==> config.mk <==
export PLATFORM = sky130hd
export DESIGN_NAME = wf_fetch_ctrl_flat
export DESIGN_NICKNAME = d
export VERILOG_FILES = /design/src/rtl/wf_fetch_ctrl_if.sv /design/src/rtl/wf_fetch_ctrl.sv /design/src/flat_wrapper.sv
export SDC_FILE = /design/constraint.sdc
export NUM_CORES = 1
export LEC_CHECK = 0
export BUFFER_PORTS_ARGS = -buffer_cell sky130_fd_sc_hd__buf_2
export CORE_MARGIN = 2
export CORE_UTILIZATION = 50
export CTS_BUF_LIST = sky130_fd_sc_hd__clkbuf_16
export DETAILED_ROUTE_END_ITERATION = 12
export PLACE_DENSITY = 0.89
export SYNTH_ARGS = -nofsm -noshare
export SYNTH_HDL_FRONTEND = slang
export SYNTH_SLANG_ARGS = --single-unit
==> constraint.sdc <==
create_clock -name clk -period 2.74 [get_ports clk]
set_input_delay 0 -clock clk [delete_from_list [all_inputs] [get_ports clk]]
set_output_delay 0 -clock clk [all_outputs]
set_load 0.005 [all_outputs]
==> src/rtl/wf_fetch_ctrl_if.sv <==
// Weight path between the fetch sequencer, the weight ROM and the MAC array:
// ROM address/read data plus the valid/ready row stream with pass markers.
interface wf_fetch_ctrl_if #(
    parameter int D_WL      = 24,
    parameter int UNITS_NUM = 5,
    parameter int AW        = 8
);
    logic [AW-1:0]             wf_addr;
    logic [UNITS_NUM*D_WL-1:0] wf_w_i;
    logic                      w_valid;
    logic                      w_ready;
    logic [UNITS_NUM*D_WL-1:0] w_data;
    logic                      w_last;
    logic                      w_job_last;

    modport master (
        output wf_addr, w_valid, w_data, w_last, w_job_last,
        input  wf_w_i, w_ready
    );

    modport slave (
        input  wf_addr, w_valid, w_data, w_last, w_job_last,
        output wf_w_i, w_ready
    );
endinterface

==> src/rtl/wf_fetch_ctrl.sv <==
// Weight ROM sequencer: walks row_len rows from base_addr, num_pass times, into a registered row stage.
// Latency: start at edge 0, first row valid after edge 1, one row per cycle; done 1 cycle after last handshake.
// Backpressure: the row stage holds while w_valid && !w_ready; address and counters freeze with it.
module wf_fetch_ctrl #(
    parameter int D_WL      = 24,
    parameter int UNITS_NUM = 5,
    parameter int DEPTH     = 156,
    parameter int AW        = 8
) (
    input  logic          clk,
    input  logic          rst_n,
    input  logic          start,
    input  logic [AW-1:0] base_addr,
    input  logic [7:0]    row_len,
    input  logic [7:0]    num_pass,
    input  logic          abort,
    output logic          busy,
    output logic          done,
    wf_fetch_ctrl_if.master wf
);
    typedef enum logic [1:0] {IDLE, FETCH, DRAIN} state_t;

    state_t                    state;
    logic [AW-1:0]             addr_q;
    logic [AW-1:0]             base_q;
    logic [7:0]                row_len_q;
    logic [7:0]                num_pass_q;
    logic [7:0]                row_cnt;
    logic [7:0]                pass_cnt;
    logic                      vld_q;
    logic [UNITS_NUM*D_WL-1:0] dat_q;
    logic                      last_q;
    logic                      job_last_q;

    logic          cap;
    logic          last_row;
    logic          last_pass;
    logic [AW-1:0] next_addr;

    assign cap       = !vld_q || wf.w_ready;
    assign last_row  = (row_cnt == row_len_q - 8'd1);
    assign last_pass = (pass_cnt == num_pass_q - 8'd1);
    // Wrap is absolute (modulo the ROM depth), not relative to base.
    assign next_addr = (addr_q == AW'(DEPTH - 1)) ? '0 : addr_q + AW'(1);

    assign wf.wf_addr    = addr_q;
    assign wf.w_valid    = vld_q;
    assign wf.w_data     = dat_q;
    assign wf.w_last     = last_q;
    assign wf.w_job_last = job_last_q;

    always_ff @(posedge clk or negedge rst_n) begin
        if (!rst_n) begin
            state      <= IDLE;
            addr_q     <= '0;
            base_q     <= '0;
            row_len_q  <= '0;
            num_pass_q <= '0;
            row_cnt    <= '0;
            pass_cnt   <= '0;
            vld_q      <= 1'b0;
            dat_q      <= '0;
            last_q     <= 1'b0;
            job_last_q <= 1'b0;
            busy       <= 1'b0;
            done       <= 1'b0;
        end else begin
            done <= 1'b0;
            // Abort outranks any handshake on the same edge; the row in flight is dropped.
            if (state != IDLE && abort) begin
                state    <= IDLE;
                vld_q    <= 1'b0;
                row_cnt  <= '0;
                pass_cnt <= '0;
                busy     <= 1'b0;
            end else begin
                case (state)
                    IDLE: begin
                        if (start) begin
                            base_q     <= base_addr;
                            row_len_q  <= row_len;
                            num_pass_q <= num_pass;
                            addr_q     <= base_addr;
                            row_cnt    <= '0;
                            pass_cnt   <= '0;
                            if (row_len == 8'd0 || num_pass == 8'd0) begin
                                done <= 1'b1;
                            end else begin
                                state <= FETCH;
                                busy  <= 1'b1;
                            end
                        end
                    end
                    FETCH: begin
                        if (cap) begin
                            vld_q      <= 1'b1;
                            dat_q      <= wf.wf_w_i;
                            last_q     <= last_row;
                            job_last_q <= last_row && last_pass;
                            if (last_row) begin
                                addr_q   <= base_q;
                                row_cnt  <= '0;
                                pass_cnt <= pass_cnt + 8'd1;
                                if (last_pass) begin
                                    state <= DRAIN;
                                end
                            end else begin
                                addr_q  <= next_addr;
                                row_cnt <= row_cnt + 8'd1;
                            end
                        end
                    end
                    DRAIN: begin
                        if (vld_q && wf.w_ready) begin
                            vld_q <= 1'b0;
                            done  <= 1'b1;
                            busy  <= 1'b0;
                            state <= IDLE;
                        end
                    end
                    default: state <= IDLE;
                endcase
            end
        end
    end
endmodule

==> src/flat_wrapper.sv <==
// flat-port wrapper written by rule: the top's interface ports become plain ports
module wf_fetch_ctrl_flat 
#(
    parameter int D_WL      = 24,
    parameter int UNITS_NUM = 5,
    parameter int DEPTH     = 156,
    parameter int AW        = 8
)
  (clk, rst_n, start, base_addr, row_len, num_pass, abort, busy, done, wf_wf_addr, wf_w_valid, wf_w_data, wf_w_last, wf_w_job_last, wf_wf_w_i, wf_w_ready);
  wf_fetch_ctrl_if #(.D_WL(D_WL), .UNITS_NUM(UNITS_NUM), .AW(AW)) wf_i ();
  input  logic clk;
  input  logic rst_n;
  input  logic start;
  input  logic [AW-1:0] base_addr;
  input  logic [7:0] row_len;
  input  logic [7:0] num_pass;
  input  logic abort;
  output logic busy;
  output logic done;
  output wire logic [$bits(wf_i.wf_addr)-1:0] wf_wf_addr;
  output wire logic [$bits(wf_i.w_valid)-1:0] wf_w_valid;
  output wire logic [$bits(wf_i.w_data)-1:0] wf_w_data;
  output wire logic [$bits(wf_i.w_last)-1:0] wf_w_last;
  output wire logic [$bits(wf_i.w_job_last)-1:0] wf_w_job_last;
  input wire logic [$bits(wf_i.wf_w_i)-1:0] wf_wf_w_i;
  input wire logic [$bits(wf_i.w_ready)-1:0] wf_w_ready;
  assign wf_wf_addr = wf_i.wf_addr;
  assign wf_w_valid = wf_i.w_valid;
  assign wf_w_data = wf_i.w_data;
  assign wf_w_last = wf_i.w_last;
  assign wf_w_job_last = wf_i.w_job_last;
  assign wf_i.wf_w_i = wf_wf_w_i;
  assign wf_i.w_ready = wf_w_ready;
  wf_fetch_ctrl #(.D_WL(D_WL), .UNITS_NUM(UNITS_NUM), .DEPTH(DEPTH), .AW(AW)) u_core (.clk(clk), .rst_n(rst_n), .start(start), .base_addr(base_addr), .row_len(row_len), .num_pass(num_pass), .abort(abort), .busy(busy), .done(done), .wf(wf_i));
endmodule
# [Word level (Yosys, flattened, before mapping)]
# Index checks and enable logic that the tools add are counted.
[word_totals] regBits=175 input_bits=149 output_inout_bits=133 elab_cells=89
[classes] addsub=5 n_eq_ne=13 mux=35 bitwise=1 reduce_logical=22
[ops] operator="8-bit two-way mux" n=11
[ops] operator="8-bit one-hot mux with 2 select lines" n=3
[ops] operator="8-bit by 1-bit adder with 8-bit output (second input constant)" n=3
[ops] operator="8-bit equality test" n=2
[ops] operator="8-bit logical NOT" n=2
[ops] operator="8-bit by 1-bit subtractor with 8-bit output (second input constant)" n=2
[ops] operator="2-bit two-way mux" n=7
[ops] operator="3-bit by 1-bit != test with 1-bit output (second input constant)" n=4
[ops] operator="3-bit AND reduction" n=4
[ops] operator="4-bit AND reduction" n=3
[ops] operator="1-bit two-way mux" n=10
[ops] operator="3-bit nonzero test" n=3
[ops] operator="8-bit equality test (second input constant)" n=1
[ops] operator="3-bit by 2-bit != test with 1-bit output (second input constant)" n=2
[ops] operator="1-bit one-hot mux with 2 select lines" n=3
[ops] operator="2-bit one-hot mux with 3 select lines" n=1
[ops] operator="6-bit AND reduction" n=1
[ops] operator="2-bit nonzero test" n=2
[ops] operator="1-bit logical AND" n=3
[ops] operator="2-bit by 1-bit equality test with 1-bit output (second input constant)" n=1
[ops] operator="2-bit equality test (second input constant)" n=1
[ops] operator="2-bit logical NOT" n=1
[ops] operator="1-bit logical OR" n=2
[ops] operator="2-bit by 1-bit != test with 1-bit output (second input constant)" n=1
[ops] operator="other kinds (3)" n=3

# [Longest topological paths before layout]
[depth] word_depth=7 ltp_mapped=12 mapped_depth_nobuf=9

# [Worst setup path before layout]
# OpenSTA, ideal clock, no wires.
[synth_path] path_type="register to register" from="reg u_core.row_len_q[0]" to="reg u_core.state[0]" setup_ps=79 t_arrival_ps=2179 setup_slack_ps=482 path_stages_with_launch=10 path_cell_list="dfrtp_1 inv_1 ha_1 xnor3_1 a22o_1 o2111ai_1 a41o_4 a211o_1 a21oi_2 mux2i_1"
[synth_between] elab_chain_cells=4
[synth_lines] item="start, declared" line_no="wf_fetch_ctrl.sv:26" text="logic [7:0] row_len_q;"
[synth_lines] item="start signal, assigned" line_no="wf_fetch_ctrl.sv:81" text="row_len_q <= row_len;"
[synth_lines] item="8-bit by 1-bit subtractor with 8-bit output" line_no="wf_fetch_ctrl.sv:41" text="assign last_row = (row_cnt == row_len_q - 8'd1);"
[synth_lines] item="8-bit equality test" line_no="wf_fetch_ctrl.sv:41"
[synth_lines] item="3-bit by 1-bit != test with 1-bit output (no line)"
[synth_lines] item="6-bit AND reduction (no line)"
[synth_lines] item="end signal, assigned" line_no="wf_fetch_ctrl.sv:54" text="state <= IDLE;"
[synth_lines] item="end signal, assigned" line_no="wf_fetch_ctrl.sv:71" text="state <= IDLE;"
[synth_lines] item="end signal, assigned" line_no="wf_fetch_ctrl.sv:89" text="state <= FETCH;"
[synth_lines] item="end, declared" line_no="wf_fetch_ctrl.sv:23" text="state_t state;"
# No other way between the ends.
# A chain may end at the register's enable or synchronous reset.

# [Worst setup path after layout]
[layout_path] from="reg u_core.num_pass_q[0]" to="reg u_core.state[0]"
[layout_between] elab_chain_cells=4
[layout_lines] item="start, declared" line_no="wf_fetch_ctrl.sv:27" text="logic [7:0] num_pass_q;"
[layout_lines] item="start signal, assigned" line_no="wf_fetch_ctrl.sv:82" text="num_pass_q <= num_pass;"
[layout_lines] item="8-bit by 1-bit subtractor with 8-bit output" line_no="wf_fetch_ctrl.sv:42" text="assign last_pass = (pass_cnt == num_pass_q - 8'd1);"
[layout_lines] item="8-bit equality test" line_no="wf_fetch_ctrl.sv:42"
[layout_lines] item="3-bit by 1-bit != test with 1-bit output (no line)"
[layout_lines] item="6-bit AND reduction (no line)"
# No other way between the ends.

==> results.txt <==
----------------------------------------------------
[Timing]
  Clock Skews ... 0.01522 ns
  RSZ-0062 raised after global routing ... no
  Maximum clock rate ... 0.3966 GHz
  Max-Slew Margin vs Limit ... 0.6107
  Fin. max-slew vios ... 0
  Setup Viol. Count Final ... 0
  Number of hold violations in the final report ... 0
  Post-route worst hold slack ... 0.07516 ns
  Post-layout min period ... 2.521 ns
  Setup Total Neg Slack ... 0 ns
  Actual slew at the worst max-slew pin ... 0.5693 ns
  Final clock period utilization by the worst path ... 0.9201

[Synth]
  Number of nets in the synthesized netlist ... 739
  Sequential cell area fraction in the yosys report ... 0.5702
  Synth area leader ... dfrtp_1
  Ys async rst share ... 1.000
  Count of different cell masters after synthesis ... 55
  Area share of the largest cell type after synthesis ... 0.5702
  Most used flip-flop cell after synthesis ... dfrtp_1
  Mean instance size in the synthesized netlist ... 13.20 sq um
  Synthesized instance count ... 582
  Warnings, synthesis ... 0
  Mapped cell area ... 7680 sq um
  Leading post-synthesis cells by cell area ... dfrtp_1, mux2_2, xnor2_1
  Post-synth EDFFs ... 0
  #FFs+latches synth ... 175

[Clock network]
  Clock insertion delay at the later pin of the skew report ... 0.43 ns
  Number of buffers inserted during clock tree synthesis ... 17
  CTS sink cnt ... 175
  Clock edge transition at the registers on the reported setup and hold paths ... 0.07 ns
  Clock tree from TritonCTS ... yes
  Clock tree buffer depth ... 2
  H-tree level count ... 4
  Clk Tree Root Cell ... clkbuf_16

[Worst setup path]
  Reg2Reg Setup Slack ... 0.22 ns
  Crit start category ... register
  WS Path Type ... register to register
  Startpoint of the worst register-to-register path ... u_core.num_pass_q[0]
  Data required time of the critical path ... 3.08 ns
  Endpoint type of the worst setup path ... register
  CP Buf/Inv Count ... 1
  Largest stage delay on the critical path ... 0.57 ns
  Ordered list of cells on the worst path ... inv_1 -> ha_1 -> xnor2_1 -> a2111oi_0 -> nand3_1 -> a211o_1 -> a21oi_2 -> mux2i_1
  Reg2reg path depth ... 8
  Category of cells accounting for the largest share of critical-path delay ... compound AO/OA/AOI/OAI gates
  Largest fanout on the critical path ... 6
  Worst flop-to-flop path endpoint ... u_core.state[0]
  Arrival @ worst endpoint ... 2.86 ns
  Slowest cell on the critical path ... a2111oi_0

[Power and ir drop]
  Power density of the placed cells ... 1074 nW/um^2
  Relative contribution of combinational cells to total power ... 0.411
  Switching power ... 0.004386 W
  Total internal power ... 0.007906 W
  Proportion of power drawn by flip-flops and latches ... 0.385
  Clock power frac ... 0.204
  Sw Ratio ... 0.3568
  Leakage ... 5.393 nW
  VDD IR-drop max ... 0.7103 mV

[Placement]
  I/O Buffers ... 281
  Cell Count Post-Placement ... 1039
  Final weighted congestion of routability-driven global placement ... 0.8625
  Half-perimeter wire length of the detailed placement result ... 14.20 mm

[Min path]
  Worst min-delay path startpoint ... start
  Hold Crit Endpoint ... u_core.busy
  Hold crit path type ... input pin to register
  Number of cells on the worst hold path ... 4

[Die]
  Number of top-level pins ... 282
  Chip Height ... 127.9 um
  DIE AREA ... 16370 sq um
  Row Count ... 45
  Floorplan Core Area ... 15090 sq um
  Die outline width ... 127.9 um
  Initial Utilization ... 0.5090

[Flow run]
  Total of max-cap violations ... 0

[Global routing]
  Vias in the first global route ... 7214
  Antenna violations before repair ... 2
  Aggregate global-route resource usage ... 0.3016
  Pin count of the biggest net entering global routing ... 96
  Overflow left after global routing ... 0
  Wire length of the first global-routing pass ... 37.63 mm

[Drt]
  Number of detailed-routing iterations run before antenna repair ... 5
  Total wire length after detailed routing ... 24.43 mm
  Number of remaining DRC errors ... 0
  Final routed wire length divided by cell count ... 19.99 um
  Vias ... 6666
  Final ANT Viol Nets ... 0
  Violation count after the first detailed-routing iteration ... 399
  Per-cell via count in the routed design ... 5.455

[Finish]
  Total of fill cells in the finished design ... 902
  Area taken by multi-input logic gates ... 3152 sq um
  Final instance count without filler cells ... 1222
  Layout cell share with drive strength beyond 1 ... 0.4632
  Nets@finish ... 1176
  Post-synthesis to final-layout area growth ... 49.02%
  FF+latch area ... 4380 sq um

[Outcome]
  Result of the run ... completed

----------------------------------------------------
==> cell usage in the layout, fill, tap and decap left out, drive strengths merged, types with 3 or more instances in the layout <==
| cell type | instances |
|---|---|
| nand2b | 3 |
| nand4 | 5 |
| nor3 | 4 |
| nand3b | 3 |
| inv | 22 |
| and3 | 5 |
| mux2 | 145 |
| o21ai | 21 |
| dfrtp | 175 |
| dlygate4sd3 | 147 |
| nor3b | 10 |
| a21oi | 23 |
| o211ai | 3 |
| nor4 | 5 |
| nand2 | 25 |
| or3 | 3 |
| mux2i | 8 |
| ha | 8 |
| xor2 | 12 |
| xnor2 | 18 |
| nor2 | 25 |
| nand3 | 15 |
| clkbuf | 17 |
| buf | 294 |
==> cell families after synthesis <==
group | share of synthesized area
AOI/OAI and AO/OA | 0.05719
muxes | 0.2230
and+or+nand+nor | 0.07902
DFF | 0.5702
buffers and inverters | 0.02036
xor gates and xnor gates | 0.03715
adders and majority gates | 0.01303
==> power by group through the flow <==
stage          registers (W)  logic [W]  clock network [W]
4_1_cts              0.00462    0.00490            0.00251
6_report             0.00473    0.00505            0.00251
3_5_place_dp         0.00464    0.00469                  0
5_1_grt              0.00486    0.00543            0.00264
2_1_floorplan        0.00459    0.00281                  0
3_3_place_gp         0.00454    0.00454                  0
==> Yosys cell counts (all sizes together), types with 3 or more instances <==
cell    number
dfrtp      175
mux2       145
nand2       25
nor2        25
a21oi       23
o21ai       21
xnor2       18
buf         17
nand3       15
inv         13
xor2        12
nor3b       10
ha           8
mux2i        8
clkbuf       6
and3         5
nand4        5
nor4         5
nor3         4
nand2b       3
nand3b       3
o211ai       3
or3          3
==> repair_timing <==
action / in CTS / in global routing
hold endpoints to repair: 219 / 0
gates resized for setup: 0 / 1
setup endpoints to repair: 0 / 2
hold buffers: 147 / 0
buffers inserted: 0 / 2
==> tightest hold or removal path: stages <==
cell,delay [ns]
buf_2,0.12
a31oi_1,0.12
o21ai_0,0.15
a221oi_1,0.07
==> registers in the layout, summed over array words and instances (netlist names) <==
name	count
u_core.base_q	8
u_core.busy	1
u_core.done	1
u_core.num_pass_q	8
u_core.pass_cnt	8
u_core.row_cnt	8
u_core.row_len_q	8
u_core.state	2
u_core.wf.w_data	120
u_core.wf.w_job_last	1
u_core.wf.w_last	1
u_core.wf.w_valid	1
u_core.wf.wf_addr	8
==> per-layer routing <==
layer | up-vias | part of all wire | track usage
li1 | 2965 | - | -
met1 | 3311 | 0.37 | 0.3504
met2 | 309 | 0.52 | 0.5206
met3 | 81 | 0.058 | 0.07387
met4 | 0 | 0.047 | 0.1551
met5 | - | 0 | 0
==> metrics by stage <==
| stage | area [sq um] | util | power (W) | setup slack [ns] |
|---|---|---|---|---|
| 2_1_floorplan | 7680 | - | 0.007401 | 0.4822 |
| 3_3_place_gp | 9348 | 0.6195 | 0.009078 | 0.3421 |
| 3_5_place_dp | 9348 | 0.6195 | 0.009329 | 0.1693 |
| 4_1_cts | 11420 | 0.7570 | 0.01203 | 0.1235 |
| 5_1_grt | 11440 | 0.7585 | 0.01293 | 0.04660 |
| 6_report | 11440 | 0.7585 | 0.01229 | 0.2188 |
==> final cells by class <==
type / instances / share of cell area
tap: 188 / 0.02055
sequential: 175 / 0.3827
timing repair buffer: 441 / 0.2638
clock inverter: 15 / 0.01563
inverter: 13 / 0.004264
clock buffer: 17 / 0.03717
multi-input combinational: 371 / 0.2754
antenna: 2 / 0.0004373
==> worst max-delay path by stage <==
stage / start / endpoint / cells after the start
floorplan: u_core.row_len_q[0] / u_core.state[0] / 9
global placement: u_core.row_len_q[0] / u_core.pass_cnt[3] / 10
detailed placement: u_core.row_len_q[0] / u_core.state[0] / 9
CTS: u_core.row_len_q[0] / u_core.state[0] / 9
global route: u_core.row_len_q[0] / u_core.state[0] / 9
finish: u_core.num_pass_q[0] / u_core.state[0] / 8
No activity file was read; power rests on OpenSTA's default activity.
